==> config.mk <==
export PLATFORM = sky130hd
export DESIGN_NAME = uart_tx_arbiter_flat
export DESIGN_NICKNAME = d
export VERILOG_FILES = /design/src/rtl/uart_pkg.sv /design/src/rtl/uart_tx_arbiter_if.sv /design/src/rtl/rr_pick.sv /design/src/rtl/uart_tx_arbiter.sv /design/src/flat_wrapper.sv
export SDC_FILE = /design/constraint.sdc
export NUM_CORES = 1
export LEC_CHECK = 0
export ABC_AREA = 1
export CAP_MARGIN = 20
export CELL_PAD_IN_SITES_DETAIL_PLACEMENT = 0
export CELL_PAD_IN_SITES_GLOBAL_PLACEMENT = 1
export CORE_MARGIN = 2
export CORE_UTILIZATION = 37
export CTS_BUF_LIST = sky130_fd_sc_hd__clkbuf_16
export DETAILED_ROUTE_END_ITERATION = 16
export HOLD_SLACK_MARGIN = 0.1
export PLACE_DENSITY = 0.85
export RECOVER_POWER = 50
export SKIP_CTS_REPAIR_TIMING = 1
export SYNTH_ARGS = -nofsm -noshare
export SYNTH_HDL_FRONTEND = slang
export SYNTH_HIERARCHICAL = 1
export SYNTH_SLANG_ARGS = --single-unit
==> constraint.sdc <==
create_clock -name clk -period 4.35 [get_ports clk]
set_input_delay 1.305 -clock clk [delete_from_list [all_inputs] [get_ports clk]]
set_output_delay 1.305 -clock clk [all_outputs]
set_load 0.005 [all_outputs]
==> src/rtl/uart_pkg.sv <==
// Shared definitions for the UART transmitter sharing logic.
package uart_pkg;

    localparam int unsigned PAYLOAD_BITS_DEF = 8;

    typedef enum logic [2:0] {
        ST_IDLE      = 3'd0,
        ST_LAUNCH    = 3'd1,
        ST_WAIT_BUSY = 3'd2,
        ST_WAIT_DONE = 3'd3,
        ST_HOLD      = 3'd4
    } state_t;

endpackage

==> src/rtl/uart_tx_arbiter_if.sv <==
// Requester byte handshakes plus the transmitter en/data/busy link.
interface uart_tx_arbiter_if
    import uart_pkg::*;
#(
    parameter int unsigned NUM_REQ      = 3,
    parameter int unsigned PAYLOAD_BITS = PAYLOAD_BITS_DEF
);

    logic [NUM_REQ-1:0]              req_valid;
    logic [NUM_REQ*PAYLOAD_BITS-1:0] req_data;
    logic [NUM_REQ-1:0]              req_last;
    logic [NUM_REQ-1:0]              req_ready;
    logic                            tx_en;
    logic [PAYLOAD_BITS-1:0]         tx_data;
    logic                            tx_busy;

    // Requesters and transmitter side
    modport master (
        output req_valid, req_data, req_last, tx_busy,
        input  req_ready, tx_en, tx_data
    );

    // Arbiter side
    modport slave (
        input  req_valid, req_data, req_last, tx_busy,
        output req_ready, tx_en, tx_data
    );

endinterface

==> src/rtl/rr_pick.sv <==
// Combinational round-robin picker: first set bit of valid scanning upward from ptr, wrapping at N.
module rr_pick #(
    parameter int unsigned N     = 3,
    parameter int unsigned IDX_W = 2
) (
    input  logic [N-1:0]     valid,
    input  logic [IDX_W-1:0] ptr,
    output logic [IDX_W-1:0] idx,
    output logic             any
);

    always_comb begin
        int unsigned c;
        idx = '0;
        any = 1'b0;
        c   = 0;
        for (int unsigned i = 0; i < N; i++) begin
            // Explicit wrap keeps non-power-of-two N correct
            c = 32'(ptr) + i;
            if (c >= N) c = c - N;
            if (!any && valid[IDX_W'(c)]) begin
                any = 1'b1;
                idx = IDX_W'(c);
            end
        end
    end

endmodule

==> src/rtl/uart_tx_arbiter.sv <==
// Round-robin arbiter sharing one UART transmitter; a grant is held until a byte marked last
// has been sent, or until the locked owner idles for LOCK_TIMEOUT cycles.
module uart_tx_arbiter
    import uart_pkg::*;
#(
    parameter int unsigned NUM_REQ      = 3,
    parameter int unsigned PAYLOAD_BITS = PAYLOAD_BITS_DEF,
    parameter int unsigned LOCK_TIMEOUT = 1023,
    localparam int unsigned IDX_W       = (NUM_REQ > 1) ? $clog2(NUM_REQ) : 1
) (
    input  logic                 clk,
    input  logic                 rst,
    uart_tx_arbiter_if.slave     bus,
    output logic [IDX_W-1:0]     grant_id,
    output logic                 active
);

    localparam int unsigned CNT_W = (LOCK_TIMEOUT > 0) ? $clog2(LOCK_TIMEOUT + 1) : 1;

    state_t                                state_q, state_n;
    logic [IDX_W-1:0]                      rr_ptr_q, rr_ptr_n;
    logic [IDX_W-1:0]                      grant_q, grant_n;
    logic [IDX_W-1:0]                      pick_idx;
    logic                                  pick_any;
    logic                                  last_q, last_n;
    logic [PAYLOAD_BITS-1:0]               hold_q, hold_n;
    logic [CNT_W-1:0]                      cnt_q, cnt_n;
    logic                                  tx_en_q;
    logic                                  active_q;
    logic [NUM_REQ-1:0]                    ready_c;
    logic [NUM_REQ-1:0][PAYLOAD_BITS-1:0]  req_data_arr;

    assign req_data_arr = bus.req_data;

    function automatic logic [IDX_W-1:0] wrap_inc(input logic [IDX_W-1:0] p);
        return (p == IDX_W'(NUM_REQ - 1)) ? '0 : p + IDX_W'(1);
    endfunction

    rr_pick #(
        .N     (NUM_REQ),
        .IDX_W (IDX_W)
    ) u_rr_pick (
        .valid (bus.req_valid),
        .ptr   (rr_ptr_q),
        .idx   (pick_idx),
        .any   (pick_any)
    );

    // Next-state, accept pulse and capture
    always_comb begin
        state_n  = state_q;
        rr_ptr_n = rr_ptr_q;
        grant_n  = grant_q;
        last_n   = last_q;
        hold_n   = hold_q;
        cnt_n    = cnt_q;
        ready_c  = '0;
        case (state_q)
            ST_IDLE: begin
                if (!bus.tx_busy && pick_any) begin
                    ready_c[pick_idx] = 1'b1;
                    hold_n            = req_data_arr[pick_idx];
                    last_n            = bus.req_last[pick_idx];
                    grant_n           = pick_idx;
                    state_n           = ST_LAUNCH;
                end
            end
            ST_LAUNCH: state_n = ST_WAIT_BUSY;
            ST_WAIT_BUSY: begin
                if (bus.tx_busy) state_n = ST_WAIT_DONE;
            end
            ST_WAIT_DONE: begin
                if (!bus.tx_busy) begin
                    if (last_q) begin
                        rr_ptr_n = wrap_inc(grant_q);
                        state_n  = ST_IDLE;
                    end else begin
                        cnt_n   = '0;
                        state_n = ST_HOLD;
                    end
                end
            end
            ST_HOLD: begin
                if (bus.req_valid[grant_q]) begin
                    ready_c[grant_q] = 1'b1;
                    hold_n           = req_data_arr[grant_q];
                    last_n           = bus.req_last[grant_q];
                    state_n          = ST_LAUNCH;
                end else if (LOCK_TIMEOUT != 0 && cnt_q == CNT_W'(LOCK_TIMEOUT - 1)) begin
                    rr_ptr_n = wrap_inc(grant_q);
                    state_n  = ST_IDLE;
                end else if (cnt_q != '1) begin
                    cnt_n = cnt_q + CNT_W'(1);
                end
            end
            default: state_n = ST_IDLE;
        endcase
    end

    always_ff @(posedge clk) begin
        if (rst) begin
            state_q  <= ST_IDLE;
            rr_ptr_q <= '0;
            grant_q  <= '0;
            last_q   <= 1'b0;
            hold_q   <= '0;
            cnt_q    <= '0;
            tx_en_q  <= 1'b0;
            active_q <= 1'b0;
        end else begin
            state_q  <= state_n;
            rr_ptr_q <= rr_ptr_n;
            grant_q  <= grant_n;
            last_q   <= last_n;
            hold_q   <= hold_n;
            cnt_q    <= cnt_n;
            tx_en_q  <= (state_n == ST_LAUNCH);
            active_q <= (state_n != ST_IDLE);
        end
    end

    // Accept pulse is combinational; masked while reset is held
    assign bus.req_ready = rst ? '0 : ready_c;
    assign bus.tx_en     = tx_en_q;
    assign bus.tx_data   = hold_q;
    assign grant_id      = grant_q;
    assign active        = active_q;

endmodule

==> src/flat_wrapper.sv <==
// flat-port wrapper written by rule: the top's interface ports become plain ports
module uart_tx_arbiter_flat import uart_pkg::*;
#(
    parameter int unsigned NUM_REQ      = 3,
    parameter int unsigned PAYLOAD_BITS = PAYLOAD_BITS_DEF,
    parameter int unsigned LOCK_TIMEOUT = 1023,
    localparam int unsigned IDX_W       = (NUM_REQ > 1) ? $clog2(NUM_REQ) : 1
)
  (clk, rst, grant_id, active, bus_req_valid, bus_req_data, bus_req_last, bus_tx_busy, bus_req_ready, bus_tx_en, bus_tx_data);
  uart_tx_arbiter_if #(.NUM_REQ(NUM_REQ), .PAYLOAD_BITS(PAYLOAD_BITS)) bus_i ();
  input  logic clk;
  input  logic rst;
  output logic [IDX_W-1:0] grant_id;
  output logic active;
  input wire logic [$bits(bus_i.req_valid)-1:0] bus_req_valid;
  input wire logic [$bits(bus_i.req_data)-1:0] bus_req_data;
  input wire logic [$bits(bus_i.req_last)-1:0] bus_req_last;
  input wire logic [$bits(bus_i.tx_busy)-1:0] bus_tx_busy;
  output wire logic [$bits(bus_i.req_ready)-1:0] bus_req_ready;
  output wire logic [$bits(bus_i.tx_en)-1:0] bus_tx_en;
  output wire logic [$bits(bus_i.tx_data)-1:0] bus_tx_data;
  assign bus_i.req_valid = bus_req_valid;
  assign bus_i.req_data = bus_req_data;
  assign bus_i.req_last = bus_req_last;
  assign bus_i.tx_busy = bus_tx_busy;
  assign bus_req_ready = bus_i.req_ready;
  assign bus_tx_en = bus_i.tx_en;
  assign bus_tx_data = bus_i.tx_data;
  uart_tx_arbiter #(.NUM_REQ(NUM_REQ), .PAYLOAD_BITS(PAYLOAD_BITS), .LOCK_TIMEOUT(LOCK_TIMEOUT)) u_core (.clk(clk), .rst(rst), .bus(bus_i), .grant_id(grant_id), .active(active));
endmodule
==> run metrics, run 1 <==
status=completed; RSZ-0062 raised after global routing=no; number of global-route vias before repair=2,323; fmax=0.241 GHz; Leak Pwr=1.40 nW; WP data arrival=around 2.9 ns; Net Sw Frac=30.5%; syn avg cell area=just under 6 sq um; asr flop ratio synth=0%; clock sink total=28; CTS tree=done; combinational share of power=32.3%; Layout Skew=0.00249 ns; Clk pwr share=around 34%; DR WL met2=3170 um; top-count cell post-synth=nand2_1; post-route clock period utilization=95.6%; Distinct cells, synth=34; Remaining DRCs=0; CP Capture Type=output port; Metal-1 WL=between 2000 and 3000 um; global placer's final weighted congestion=0.883; Fin. Hold Viols=0; Yosys top cell by area=dfxtp_1; DIE HEIGHT=80.1 um; drt first pass iters=5; largest net degree at the start of global routing=26; Via Count=2,526; Core Util, Final=a little over half; R2R Path End=u_core/bus.tx_data[2]; Yosys top cell area share=26.2%; multi-input logic area=1380 sq um; CP required=between 3 and 4 ns; Worst VDD drop=0.000141 V; I/O Pins=48; initial antenna violation count=0; die width=80.1 um; synth warn=6; DIE AREA=6420 sq um; global-route wire length before repair=10,500 um; PD cells=281 nW/um^2; core area=5540 sq um; Hold WC Path Type=flip-flop to flip-flop; top post-synthesis cells by area=dfxtp_1, nand2_1, nor2_1; Switch Pwr=about 0.26 mW; CTS Root Cell=clkbuf_16; worst-path maximum fanout=3; IO buf count=47; Worst Setup EP=bus_req_ready[2]; setup TNS=0 ns; num rows=27; Clock Path Buffers=2; Setup violations, final=0; antenna diode count=0; Max H-tree Level=1; Register-to-Register Path Depth=18; Final min period=4.16 ns; Clk Latency, worst-skew pair=roughly 0.27 ns; Register Area=561 sq um; crit path launch type=input port; Cells after Synth=~360; Tightest Pin Transition=just under 0.6 ns; First DRT Iteration DRCs=112; Routed met3 length=290 um; Flop pwr share=34.3%; final net count=471; CTS buffer count=3; Synth-to-Final Area Change=40.2%; EDFF count, synth=0; synthesized cell area=2140 sq um; GRT Residual Overflow=0; Final Slew Violations=0; fillcell total=598; Seq cells post-synth=28; FF-to-FF Start=u_core/rr_ptr_q[0]; post-synthesis sequential area ratio=26.2%; HPWL after detailed placement=4810 um; Reg clk slew, reported paths=approximately 0.070 ns; Crit Path Category=input port to output port; routed wire length=approximately 6400 um; Synth Flop Type=dfxtp_1; Routed Antenna Nets=0; internal power=0.588 mW; initial core utilization=38.7%; Synthesized Nets=about 400; Synth top cells by count=nand2_1, nor2_1, inv_1, o21ai_0, dfxtp_1; highest metal used=met4; share of cells above drive strength 1=12.7%; Via density=5.01; CP Launch Point=bus_req_valid[0]; Tot GR Track Use=20.8%; slew margin rel.=between 60% and 70%; maxcap violations=0; WL per Instance=12.7 um; reg-to-reg setup timing slack=1.72 ns
routing by layer:
metal / vias to the layer above / track usage, %
li1: 1313 / -
met1: 1143 / 26.2
met2: 62 / 36.8
met3: 8 / 2.47
met4: 0 / 6.44
met5: - / 0
how the worst min path moves through the flow:
stage	from	end	slack (ns)	depth (start not counted)
floorplan	u_core/cnt_q[9]	u_core/cnt_q[9]	0.47	2
global placement	u_core/cnt_q[6]	u_core/cnt_q[6]	0.49	2
detailed placement	u_core/cnt_q[6]	u_core/cnt_q[6]	0.50	2
CTS	u_core/cnt_q[6]	u_core/cnt_q[6]	0.51	2
global route	u_core/cnt_q[6]	u_core/cnt_q[6]	0.55	2
finish	u_core/cnt_q[6]	u_core/cnt_q[6]	0.51	2
critical path: stages:
cell,delay [ns]
dlymetal6s2s_1,0.14
buf_4,0.14
nand2_1,0.05
nand3_1,0.06
nand2_1,0.06
nand2_1,0.06
or2_1,0.23
nand3_1,0.10
nor2_2,0.05
buf_4,0.12
buf_4,0.13
a22oi_2,0.14
nor2_1,0.08
dlymetal6s2s_1,0.16
power groups by stage:
stage	clock network, mW	registers [mW]	logic (mW)
CTS	0.290	0.291	0.269
global placement	0	0.296	0.267
global route	0.303	0.292	0.301
detailed placement	0	0.296	0.269
finish	0.283	0.290	0.273
floorplan	0	0.296	0.139
logic make-up after synthesis:
kind of cell | Yosys count | share of synthesized area [%]
xor gates and xnor gates | 4 | 1.63
buffers and inverters | 61 | 11.0
AOI/OAI and AO/OA | 73 | 19.6
DFF | 28 | 26.2
adders and majority gates | 5 | 2.92
and+or+nand+nor | 192 | 38.6
layout make-up:
cell class,instances,area share [%]
multi-input cells,274,45.8
clock buffers,3,2.50
well taps,72,3.00
flip-flops and latches,28,18.7
inverters,54,6.75
clock inverters,1,1.00
repair buffers,72,22.3
flip-flops by register name, summed over array words and instances (netlist names):
register / flops
u_core/rr_ptr_q: 2
u_core/last_q: 1
u_core/active: 1
u_core/cnt_q: 10
u_core/bus.tx_en: 1
u_core/bus.tx_data: 8
u_core/state_q: 3
u_core/grant_id: 2
stage by stage:
stage	hold slack (ns)	instances	power (mW)	instance area, sq um	worst slack (ns)
2_1_floorplan	0.467	363	0.434	2140	0.680
3_3_place_gp	0.490	498	0.563	2840	-0.341
3_5_place_dp	0.502	498	0.565	2840	-0.468
4_1_cts	0.511	502	0.850	2950	-0.470
5_1_grt	0.549	504	0.895	3000	0.104
6_report	0.513	504	0.845	3000	0.193
placed cells by master (no fill, tap or decap), types with 2 or more instances in the layout:
cell type	n
nand2_1	102
nor2_1	46
inv_1	46
clkdlybuf4s50_1	30
o21ai_0	28
dfxtp_1	28
buf_4	24
nand3_1	21
a21oi_1	14
dlygate4sd3_1	11
a31oi_1	8
nand2_2	7
dlymetal6s2s_1	6
inv_2	6
nor2_2	5
o22ai_1	5
o211ai_1	5
ha_1	5
clkbuf_16	3
xor2_1	3
clkinv_1	2
nand2_4	2
a22oi_1	2
a21oi_2	2
nand4_1	2
a211oi_1	2
o221ai_1	2
o21ai_1	2
(Power assumes the default switching activity.)
==> run 2, diff against run 1 <==
Settings changed: CORE_UTILIZATION 37 to 31, PLACE_DENSITY 0.85 to 0.76.
Clock period 4.35 ns to 3.55 ns, I/O delays scaled along.
==> run 2 against run 1 <==
Net effect: sequential power is 22% higher; utilization decreased by 9.6 points; clock power is 20% higher; routed wire length rose by 2.1%; worst setup slack worse by 0.10 ns; final cell count up 2.2%; worst hold slack worse by 0.0031 ns; critical endpoint is now bus_req_ready[0].
==> run metrics, run 2 (same netlist as run 1, synthesis figures left out) <==
status=completed; CTS tree=done; CP delay by family, top=simple AND/OR/NAND/NOR gates; First DRT Iteration DRCs=112; clock sink total=28; routing usage on met1=23.6%; Tot GR Track Use=17.4%; Setup violations, final=0; I/O Pins=48; core area=6760 sq um; Remaining DRCs=0; worst-path maximum fanout=3; CP Capture Type=output port; slew margin rel.=73.1%; antenna diode count=0; global-route wire length before repair=roughly 11,000 um; GRT Residual Overflow=0; Via Count=2,508; Register-to-Register Path Depth=17; largest reg by FF count=u_core/cnt_q; Max H-tree Level=1; IO buf count=47; commonest non-fill, non-tap cell in the layout=nand2_1; CP Depth=13; initial core utilization=31.7%; drt first pass iters=4; PD cells=344 nW/um^2; Routed Antenna Nets=0; Synth-to-Final Area Change=40.8%; HPWL after detailed placement=4890 um; Tightest Pin Transition=about 0.40 ns; Switch Pwr=0.312 mW; Net Sw Frac=a little under a third; setup TNS=0 ns; Core Util, Final=44.7%; Slowest-stage cell, CP=or2_1; WL per Instance=12.7 um; DIE AREA=7600 sq um; post-route clock period utilization=just under 100%; largest net degree at the start of global routing=25; Buf/Inv on CP=4; maxcap violations=0; number of global-route vias before repair=2,340; Clk Latency, worst-skew pair=0.26 ns; Most Used Layer, Global Route=met2; Clock Path Buffers=2; CTS buffer count=3; fmax=0.289 GHz; Flop pwr share=34.2%; Via density=4.87; initial antenna violation count=0; combinational share of power=33.0%; crit path launch type=input port; hold path depth=2; Layout Skew=0.00213 ns; Worst VDD drop=0.000185 V; met2 global-route usage=29.4%; Hold WS=0.510 ns; Power, Total=slightly above 1 mW; Final min period=3.46 ns; met3 usage=1.99%; Clk pwr share=around a third; global placer's final weighted congestion=0.927; worst path cell trace=buf_2 -> inv_2 -> o21ai_2 -> nand2_2 -> nand2_2 -> or2_1 -> nand3_2 -> nor2_4 -> inv_2 -> nor2_2 -> a22oi_1 -> nor2_1 -> buf_2; Leak Pwr=1.35 nW; Hold WC Path Type=flip-flop to flip-flop; num rows=30; WP data arrival=2.40 ns; die width=87.2 um; internal power=just over 0.7 mW; Final Slew Violations=0; CP required=2.48 ns; Crit Path Category=input port to output port; Worst path max stage delay=approximately 0.13 ns; DIE HEIGHT=slightly below 90 um; share of cells above drive strength 1=15.9%; commonest non-fill, non-tap cells in the layout=nand2_1, nor2_1, inv_1; Layout Cells excl Fill=515; final net count=about 470; routed wire length=between 6000 and 7000 um; Reg clk slew, reported paths=0.07 ns; max FFs per register=10; CTS Root Cell=clkbuf_16; dpl cells=507; Fin. Hold Viols=0
-- run 2: changes by cell type in the layout (fill, tap and decap cells not counted), sizes merged --
cell,before,now
clkbuf,4,5
buf,24,32
dlymetal6s2s,6,0
-- run 2: worst register-to-register path: stages, from the launching register on --
cell and delay, ns:
dfxtp_1 0.39, inv_1 0.06, ha_2 0.33, buf_4 0.16, nor2_1 0.14, nand2_1 0.06
nand2_1 0.07, nand3_1 0.06, nand2_1 0.06, inv_1 0.04, nand2_2 0.10, buf_4 0.18
clkinv_1 0.27, a21oi_1 0.21, o21ai_0 0.09, o21ai_0 0.08, nand2_1 0.07, a31oi_1 0.16
-- run 2: final cells by class --
class                           count  area (sq um)
Clock buffer                        3          75.1
Sequential cell                    28           561
Timing Repair Buffer               75           656
Multi-Input combinational cell    274          1390
Inverter                           54           203
Fill cell                         729          3740
Tap cell                           80           100
Clock inverter                      1          30.0
-- run 2: final timing paths --
kind                 startpoint                     to  slack, ns
min             u_core/cnt_q[6]        u_core/cnt_q[6]       0.51
min reg2reg     u_core/cnt_q[6]        u_core/cnt_q[6]       0.51
max reg2reg  u_core/rr_ptr_q[0]  u_core/bus.tx_data[1]       0.96
max            bus_req_valid[2]       bus_req_ready[0]       0.09
-- run 2: per-stage QoR --
| stage | cell area (sq um) | setup WS (ns) |
|---|---|---|
| final | 3020 | 0.0897 |
| after global routing | 3020 | -0.0209 |
| after CTS | 2970 | -0.810 |
| after detailed placement | 2860 | -0.793 |
| after global placement | 2860 | -0.731 |
| after floorplan | 2140 | 0.360 |
-- run 2: routing by layer --
| metal | share of wire [%] | routed length (um) |
|---|---|---|
| met1 | 46 | 3020 |
| met2 | 49 | 3180 |
| met3 | 4.4 | 285 |
| met4 | 0.48 | 31 |
| met5 | 0 | 0 |
-- run 2: power groups by stage --
| stage | Clock [mW] | Sequential, mW | Combinational (mW) |
|---|---|---|---|
| 2_1_floorplan | 0 | 0.362 | 0.170 |
| 3_3_place_gp | 0 | 0.363 | 0.329 |
| 3_5_place_dp | 0 | 0.363 | 0.330 |
| 4_1_cts | 0.349 | 0.356 | 0.331 |
| 5_1_grt | 0.359 | 0.358 | 0.381 |
| 6_report | 0.340 | 0.355 | 0.342 |
